<file path="src/rtl/irq_pending_ctrl_pkg.sv">
// Shared definitions for the interrupt pending controller: FSM state encoding
// and the request-index width computation.
package irq_pending_ctrl_pkg;

  typedef enum logic {
    ST_IDLE    = 1'b0,
    ST_PRESENT = 1'b1
  } state_e;

  // A single line would give $clog2 = 0; keep the index at least one bit wide.
  function automatic int calc_id_w(input int n);
    return (n < 2) ? 1 : $clog2(n);
  endfunction

endpackage

</file>
<file path="src/rtl/irq_pending_ctrl_if.sv">
// Request/mask inputs and valid/ack request channel of irq_pending_ctrl.
interface irq_pending_ctrl_if
  import irq_pending_ctrl_pkg::*;
#(
  parameter int N_IRQ = 4
);
  localparam int ID_W = calc_id_w(N_IRQ);

  logic             en;
  logic [N_IRQ-1:0] irq_in;
  logic [N_IRQ-1:0] irq_mask;
  logic             req_valid;
  logic [ID_W-1:0]  req_id;
  logic             req_ack;
  logic [N_IRQ-1:0] pending;

  // Environment side: drives requests, mask and ack.
  modport master (
    output en, irq_in, irq_mask, req_ack,
    input  req_valid, req_id, pending
  );

  // Controller side.
  modport slave (
    input  en, irq_in, irq_mask, req_ack,
    output req_valid, req_id, pending
  );

endinterface

</file>
<file path="src/rtl/irq_pending_ctrl_prio_pick.sv">
// Combinational priority picker: reports whether any eligible line exists and
// the highest set index.
module irq_prio_pick
  import irq_pending_ctrl_pkg::*;
#(
  parameter int N_IRQ = 4,
  parameter int ID_W  = calc_id_w(N_IRQ)
) (
  input  logic [N_IRQ-1:0] elig,
  output logic             any,
  output logic [ID_W-1:0]  idx
);

  assign any = |elig;

  // NOTE: idx gets a default before the loop so no path leaves it unassigned,
  // which would otherwise infer a latch.
  always_comb begin
    idx = '0;
    // Ascending scan: the last hit, i.e. the highest index, wins.
    for (int k = 0; k < N_IRQ; k++) begin
      if (elig[k]) idx = ID_W'(k);
    end
  end

endmodule

</file>
<file path="src/rtl/irq_pending_ctrl.sv">
// Interrupt pending front-end: rising-edge capture into sticky pending bits,
// masked highest-index selection, and a valid/ack presentation FSM.
module irq_pending_ctrl
  import irq_pending_ctrl_pkg::*;
#(
  parameter int N_IRQ = 4
) (
  input  logic               clk,
  input  logic               rst_n,
  irq_pending_ctrl_if.slave  bus
);

  localparam int ID_W = calc_id_w(N_IRQ);

  logic [N_IRQ-1:0] irq_prev;
  logic [N_IRQ-1:0] pending_q;
  logic [N_IRQ-1:0] rise;
  logic [N_IRQ-1:0] clr;
  logic [N_IRQ-1:0] elig;
  logic             handshake;
  logic             pick_any;
  logic [ID_W-1:0]  pick_idx;

  state_e           state_q, state_d;
  logic             valid_q, valid_d;
  logic [ID_W-1:0]  id_q, id_d;

  assign rise      = bus.irq_in & ~irq_prev;
  assign handshake = valid_q & bus.req_ack;
  assign clr       = handshake ? (N_IRQ'(1) << id_q) : '0;
  assign elig      = pending_q & bus.irq_mask;

  irq_prio_pick #(
    .N_IRQ (N_IRQ),
    .ID_W  (ID_W)
  ) u_pick (
    .elig (elig),
    .any  (pick_any),
    .idx  (pick_idx)
  );

  // NOTE: sequential state uses non-blocking assignments so every register
  // samples the pre-edge values of the others, independent of statement order.
  always_ff @(posedge clk or negedge rst_n) begin
    if (!rst_n) begin
      irq_prev  <= '0;
      pending_q <= '0;
    end else begin
      irq_prev  <= bus.irq_in;
      // Set is applied after clear, so a fresh edge on the acked line survives.
      pending_q <= (pending_q & ~clr) | rise;
    end
  end

  always_comb begin
    state_d = state_q;
    valid_d = valid_q;
    id_d    = id_q;
    unique case (state_q)
      ST_IDLE: begin
        valid_d = 1'b0;
        if (bus.en && pick_any) begin
          state_d = ST_PRESENT;
          valid_d = 1'b1;
          id_d    = pick_idx;
        end
      end
      ST_PRESENT: begin
        // id is frozen here; en, mask and pending changes are ignored.
        if (bus.req_ack) begin
          state_d = ST_IDLE;
          valid_d = 1'b0;
        end
      end
      default: begin
        state_d = ST_IDLE;
        valid_d = 1'b0;
      end
    endcase
  end

  always_ff @(posedge clk or negedge rst_n) begin
    if (!rst_n) begin
      state_q <= ST_IDLE;
      valid_q <= 1'b0;
      id_q    <= '0;
    end else begin
      state_q <= state_d;
      valid_q <= valid_d;
      id_q    <= id_d;
    end
  end

  assign bus.req_valid = valid_q;
  assign bus.req_id    = id_q;
  assign bus.pending   = pending_q;

endmodule
</file>
<file path="src/flat_wrapper.sv">
// flat-port wrapper written by rule: the top's interface ports become plain ports
module irq_pending_ctrl_flat import irq_pending_ctrl_pkg::*;
#(
  parameter int N_IRQ = 4
)
  (clk, rst_n, bus_en, bus_irq_in, bus_irq_mask, bus_req_ack, bus_req_valid, bus_req_id, bus_pending);
  irq_pending_ctrl_if #(.N_IRQ(N_IRQ)) bus_i ();
  input  logic clk;
  input  logic rst_n;
  input wire logic [$bits(bus_i.en)-1:0] bus_en;
  input wire logic [$bits(bus_i.irq_in)-1:0] bus_irq_in;
  input wire logic [$bits(bus_i.irq_mask)-1:0] bus_irq_mask;
  input wire logic [$bits(bus_i.req_ack)-1:0] bus_req_ack;
  output wire logic [$bits(bus_i.req_valid)-1:0] bus_req_valid;
  output wire logic [$bits(bus_i.req_id)-1:0] bus_req_id;
  output wire logic [$bits(bus_i.pending)-1:0] bus_pending;
  assign bus_i.en = bus_en;
  assign bus_i.irq_in = bus_irq_in;
  assign bus_i.irq_mask = bus_irq_mask;
  assign bus_i.req_ack = bus_req_ack;
  assign bus_req_valid = bus_i.req_valid;
  assign bus_req_id = bus_i.req_id;
  assign bus_pending = bus_i.pending;
  irq_pending_ctrl #(.N_IRQ(N_IRQ)) u_core (.clk(clk), .rst_n(rst_n), .bus(bus_i));
endmodule
</file>
<file path="config.mk">
export PLATFORM = sky130hd
export DESIGN_NAME = irq_pending_ctrl_flat
export DESIGN_NICKNAME = d
export VERILOG_FILES = /design/src/rtl/irq_pending_ctrl_pkg.sv /design/src/rtl/irq_pending_ctrl_if.sv /design/src/rtl/irq_pending_ctrl_prio_pick.sv /design/src/rtl/irq_pending_ctrl.sv /design/src/flat_wrapper.sv
export SDC_FILE = /design/constraint.sdc
export NUM_CORES = 1
export LEC_CHECK = 0
export BUFFER_PORTS_ARGS = -buffer_cell sky130_fd_sc_hd__buf_2
export CAP_MARGIN = 20
export CORE_AREA = 2 2 39 41
export CTS_BUF_LIST = sky130_fd_sc_hd__clkbuf_2
export DETAILED_ROUTE_END_ITERATION = 7
export DIE_AREA = 0 0 41 43
export GPL_TIMING_DRIVEN = 0
export MAX_ROUTING_LAYER = met4
export PLACE_DENSITY_LB_ADDON = 0.3
export SLEW_MARGIN = 20
export SYNTH_ARGS = -nofsm -noshare
export SYNTH_HDL_FRONTEND = slang
export SYNTH_HIERARCHICAL = 1
export SYNTH_SLANG_ARGS = --single-unit
</file>
<file path="constraint.sdc">
create_clock -name clk -period 3.5 [get_ports clk]
set_clock_uncertainty 0.05 [all_clocks]
set_input_delay 0.7 -clock clk [delete_from_list [all_inputs] [get_ports clk]]
set_output_delay 0.7 -clock clk [all_outputs]
set_load 0.03 [all_outputs]
</file>
After elaboration in Yosys (flattened, before gate mapping) --
Index checks and enable logic that the tools add are counted.
Cells by class: $add $sub $neg 0, multipliers 0, div/mod/pow operators 0, magnitude comparators 0, equality and inequality tests 1, shifts and indexed selects 1, multiplexer cells 9, bitwise gates (word level) 8, reduce and logical (&&, ||, !) cells 3
Operators by type and width (number):
- $and 4x4->4 | 3
- $not 4->4 | 2
- $mux 1 | 4
- $mux 2 | 2
- $mux 4 | 1
- $or 4x4->4 | 1
- $pmux 1 s2 | 2
- $reduce_or 4->1 | 1
- $shl 1x2->4 const A | 1
- $ne 2x2->1 const B | 1
- $reduce_and 2->1 | 1
- $and 1x1->1 | 1
- $logic_and 1x1->1 | 1
- $not 1->1 | 1
Word-level totals: bits in registers 12, latch bits 0, memory bits (writable) 0, bits in read-only memories 0, input port bits 12, output and inout bits 7, word-level logic and storage cells 27, memories 0

Depth between registers and ports, before layout --
depth in word-level cells 5, depth in mapped cells 5, mapped depth without buffers 5

Hierarchy --
The synthesis kept the hierarchy.
By module, submodules not included:
- irq_pending_ctrl | instances 1, cells an instance 36, area an instance 483.0 um2, sequential area each 300.3 um2
- irq_prio_pick | instances 1, cells an instance 4, area an instance 23.8 um2, sequential area each 0.0 um2

Worst setup path after synthesis --
OpenSTA, ideal clock, no wires.
path kind input to register, start point input port bus_irq_mask[3], end point register u_core.id_q[0], in the netlist u_core/bus.req_id[0], setup time 0.125 ns, arrival 1.809 ns, data required time 3.325 ns, slack 1.516 ns, stages 5, cell sequence and2_1 > or2_1 > or3_1 > nand3b_4 > mux2_4
On the way: cells in the longest elaborated chain, start to end 4, elaborated cells on any way between the ends 5
Ends and longest elaborated chain:
- start, declared | line flat_wrapper.sv:12 | input wire logic [$bits(bus_i.irq_mask)-1:0] bus_irq_mask;
- $and 4x4->4 | line irq_pending_ctrl.sv:31 | assign elig = pending_q & bus.irq_mask;
- $reduce_or 4->1 | line irq_pending_ctrl_prio_pick.sv:14 | assign any = |elig;
- net u_core.pick_any | line irq_pending_ctrl.sv:21 | logic pick_any;
- $logic_and 1x1->1 | line irq_pending_ctrl.sv:62 | if (bus.en && pick_any) begin
- $reduce_and 2->1 (no source line)
- end signal, assigned | line irq_pending_ctrl.sv:90 | id_q <= id_d;
- end, declared | line irq_pending_ctrl.sv:26 | logic [ID_W-1:0] id_q, id_d;
The timed path passes the listed nets, and every way through them passes these cells. A chain may end at the register's enable or synchronous reset.

Final worst setup path --
start point input port bus_irq_mask[3], end point register u_core.id_q[0], in the netlist u_core/bus.req_id[0]
On the way: cells in the longest elaborated chain, start to end 4, elaborated cells on any way between the ends 5
Ends and longest elaborated chain:
- $and 4x4->4 | line irq_pending_ctrl.sv:31
- net u_core.elig[3] | line irq_pending_ctrl.sv:19 | logic [N_IRQ-1:0] elig;
- $reduce_or 4->1 | line irq_pending_ctrl_prio_pick.sv:14
- net u_core.pick_any | line irq_pending_ctrl.sv:21
- $logic_and 1x1->1 | line irq_pending_ctrl.sv:62
- $reduce_and 2->1 (no source line)
The timed path passes the listed nets, and every way through them passes these cells.

==> parameters.txt <==
Parameter                              Value

Critical path
  Worst EP arrival ... slightly below 2 ns
  Worst path required time ... about 3.6 ns
  Top cell family by delay on the critical path ... simple AND/OR/NAND/NOR gates
  Crit path buf inv count ... 1
  Worst path cell trace ... buf_2, and2_1, or2_1, or3_1, nand3b_4, mux2_4
  Critical-path top delay cell ... or3_1
  Type of the setup path with the least slack ... in2reg
  Critical path's largest stage delay ... roughly 0.35 ns
  Nature of the critical path startpoint ... input port
  Highest fanout seen on the critical path ... 4
  Sort of element at the end of the critical path ... flip-flop

Pwr
  Leakage dissipation ... about 0.00033 uW
  Power per standard cell area ... roughly 660 nW/um2
  IR drop worst, VDD ... between 0.0002 and 0.0003 V

Routing
  Vias per std cell ... around 4.7
  Detailed-router iteration count before antenna repair ... 3
  Vias post-DR ... 365
  Routed length per instance ... 11.2 um
  DRT Wirelength ... approximately 860 um
  Post-route antenna net violation count ... 0
  First DRT Iteration DRCs ... 1
  DRC violation count after routing ... 0

Synthesis
  Syn Std Cell Area ... just over 500 um2
  Portion of the post-synthesis area used by sequential elements ... 0.593
  Total nets after synthesis ... 52
  Yosys warns ... 6
  Post-Synthesis Mean Instance Area ... 12.7 um2
  Flip-flop and latch count after synthesis ... 12
  Count of mapped cells out of synthesis ... 40
  Unique cell type count in the Yosys netlist ... 16

Clocking
  Total setup buffers inserted after CTS ... 0
  Clock tree buffer depth ... 2
  Clock transition at path regs ... approximately 0.10 ns
  Cell at the root of the clock tree ... clkbuf_2
  Worst-Skew Late Latency ... approximately 0.24 ns
  Number of buffers inserted during clock tree synthesis ... 3
  CTS resizes ... 0
  Hold Buf Count CTS ... 0
  H-tree depth ... 1
  Total number of clock tree sinks ... 12
  Clock tree from TritonCTS ... done

STA
  # setup viols final ... 0
  Crit share post-route ... 0.532
  Achievable Freq ... 537 MHz
  Slew margin rel. ... 0.828
  Final Critical Period ... about 1.9 ns
  Number of max-slew violations in the final report ... 0
  WHS ... about 0.26 ns
  Worst Max-Slew Pin Slew ... between 0.2 and 0.3 ns
  Hold violation count in the final report ... 0
  Sum of negative setup slack ... 0 ns
  Unrepaired setup endpoints after global routing ... no

Cells and area
  Fraction of layout cells with a size suffix above 1 ... 0.410
  Area overhead of the layout relative to synthesis ... 24.7%
  Number of diodes added for antenna fixing ... 0
  Summed area of non-filler cells in the final layout ... 632 um2
  Layout Cells excl Fill ... 77
  # nets final ... 75
  Utilization of the core after routing ... 0.457

Run status
  Result of the run ... finished clean

Flow run
  Max-Cap Viols ... 0

Place
  Number of buffers inserted by port buffering ... 18
  Cell count after placement ... 74
  Instance area at placement ... roughly 600 um2
  Global placer's final weighted congestion ... 0.680
  Half-perimeter wire length after detailed placement ... ~700 um

Global routing
  Initial antenna violation count ... 0
  Global routing usage summed across all routing layers ... 0.136
  Pin count of the biggest net entering global routing ... 13
  Remaining global-route overflow ... 0
  Via count of the first global-routing pass ... 356
  Wire length of the first global-routing pass ... about 1.5 mm

Floorplan
  Y dimension of the die ... ~43 um
  Std-Cell Core Area ... ~1400 um2
  DIE WIDTH ... slightly above 40 um
  Effective utilization at floorplan ... 0.366
  Top Ports ... 19
  Full die area ... roughly 1800 um2
  Cell Rows ... 14

Worst hold path
  Path type of the worst min-delay path ... in2async
## kinds of logic (layout without fill, tap and decap cells)
logic type / Yosys count / in the layout / share of synthesized area
compound gates: 6 / 6 / 0.0889
buf+inv: 7 / 28 / 0.0519
flops: 12 / 12 / 0.593
mux: 2 / 2 / 0.0593
simple gates: 13 / 13 / 0.207
## per-layer routing
layer | vias to the layer above | wire length, um | GRT usage | part of all wire
li1 | 181 | - | - | -
met1 | 172 | 393 | 0.169 | 0.45
met2 | 10 | 420 | 0.175 | 0.49
met3 | 2 | 46 | 0.0628 | 0.053
met4 | 0 | 4 | 0.0800 | 0.0046
met5 | - | 0 | - | 0
## cells in the mapped netlist
| cell type | count | area (um2) |
|---|---|---|
| a22o_1 | 3 | 26.3 |
| nand4_1 | 1 | 6.26 |
| or2_1 | 1 | 6.26 |
| o21ai_0 | 1 | 5.00 |
| nand2_1 | 1 | 3.75 |
| or3_1 | 1 | 6.26 |
| nand4b_1 | 2 | 17.5 |
| nand3b_1 | 1 | 7.51 |
| dfrtp_1 | 12 | 300 |
| nand3b_4 | 1 | 20.0 |
| mux2_4 | 2 | 30.0 |
| and4bb_2 | 1 | 12.5 |
| and2_1 | 4 | 25.0 |
| a21o_1 | 1 | 7.51 |
| o22ai_1 | 1 | 6.26 |
| inv_1 | 7 | 26.3 |
## power by group
group	internal, uW	switching [uW]
Combinational	67.5	88.1
Clock	23.4	38.7
Sequential	170	31.7
## placed cells by master, fill, tap and decap left out
cell type  Yosys  routed
nand3b_4       1       1
inv_1          7       7
o21ai_0        1       1
or3_1          1       1
mux2_4         2       2
a21o_1         1       1
nand2_1        1       1
buf_2          0      18
clkbuf_2       0       3
nand3b_1       1       1
and2_1         4       4
nand4b_1       2       2
nand4_1        1       1
a22o_1         3       3
o22ai_1        1       1
and4bb_2       1       1
or2_1          1       1
dfrtp_1       12      12
## registers in the layout, indices dropped and copies added, names as in the netlist
name,cells
u_core/bus.pending,4
u_core/bus.req_id,2
u_core/bus.req_valid,1
u_core/irq_prev,4
u_core/state_q,1
## worst paths after layout
| path | to | start | depth (start not counted) | slack (ns) |
|---|---|---|---|---|
| worst min-delay path | u_core/irq_prev[1] | rst_n | 1 | 0.26 |
| worst max-delay path | u_core/bus.req_id[0] | bus_irq_mask[3] | 6 | 1.64 |
| worst min register to register | u_core/bus.pending[0] | u_core/irq_prev[0] | 1 | 0.39 |
| worst max register to register | u_core/bus.req_id[0] | u_core/bus.pending[3] | 5 | 1.78 |
| min in group clk | u_core/bus.pending[0] | u_core/irq_prev[0] | 1 | 0.39 |
| max in group asynchronous | u_core/bus.req_id[0] | rst_n | 1 | 2.94 |
## per-stage QoR
| step | total power (uW) | setup WS (ns) |
|---|---|---|
| 2_1_floorplan | 310 | 1.52 |
| 3_3_place_gp | 357 | 1.37 |
| 3_5_place_dp | 362 | 1.36 |
| 4_1_cts | 427 | 1.65 |
| 5_1_grt | 457 | 1.63 |
| 6_report | 419 | 1.64 |
## layout make-up
cell class                 instances  area (um2)
timing repair buffer              18        90.1
fill                             141         752
sequential                        12         300
tap                               16        20.0
clock buffer                       3        15.0
multi-input combinational         21         180
inverter                           7        26.3
Power figures use the tool's default switching activity.
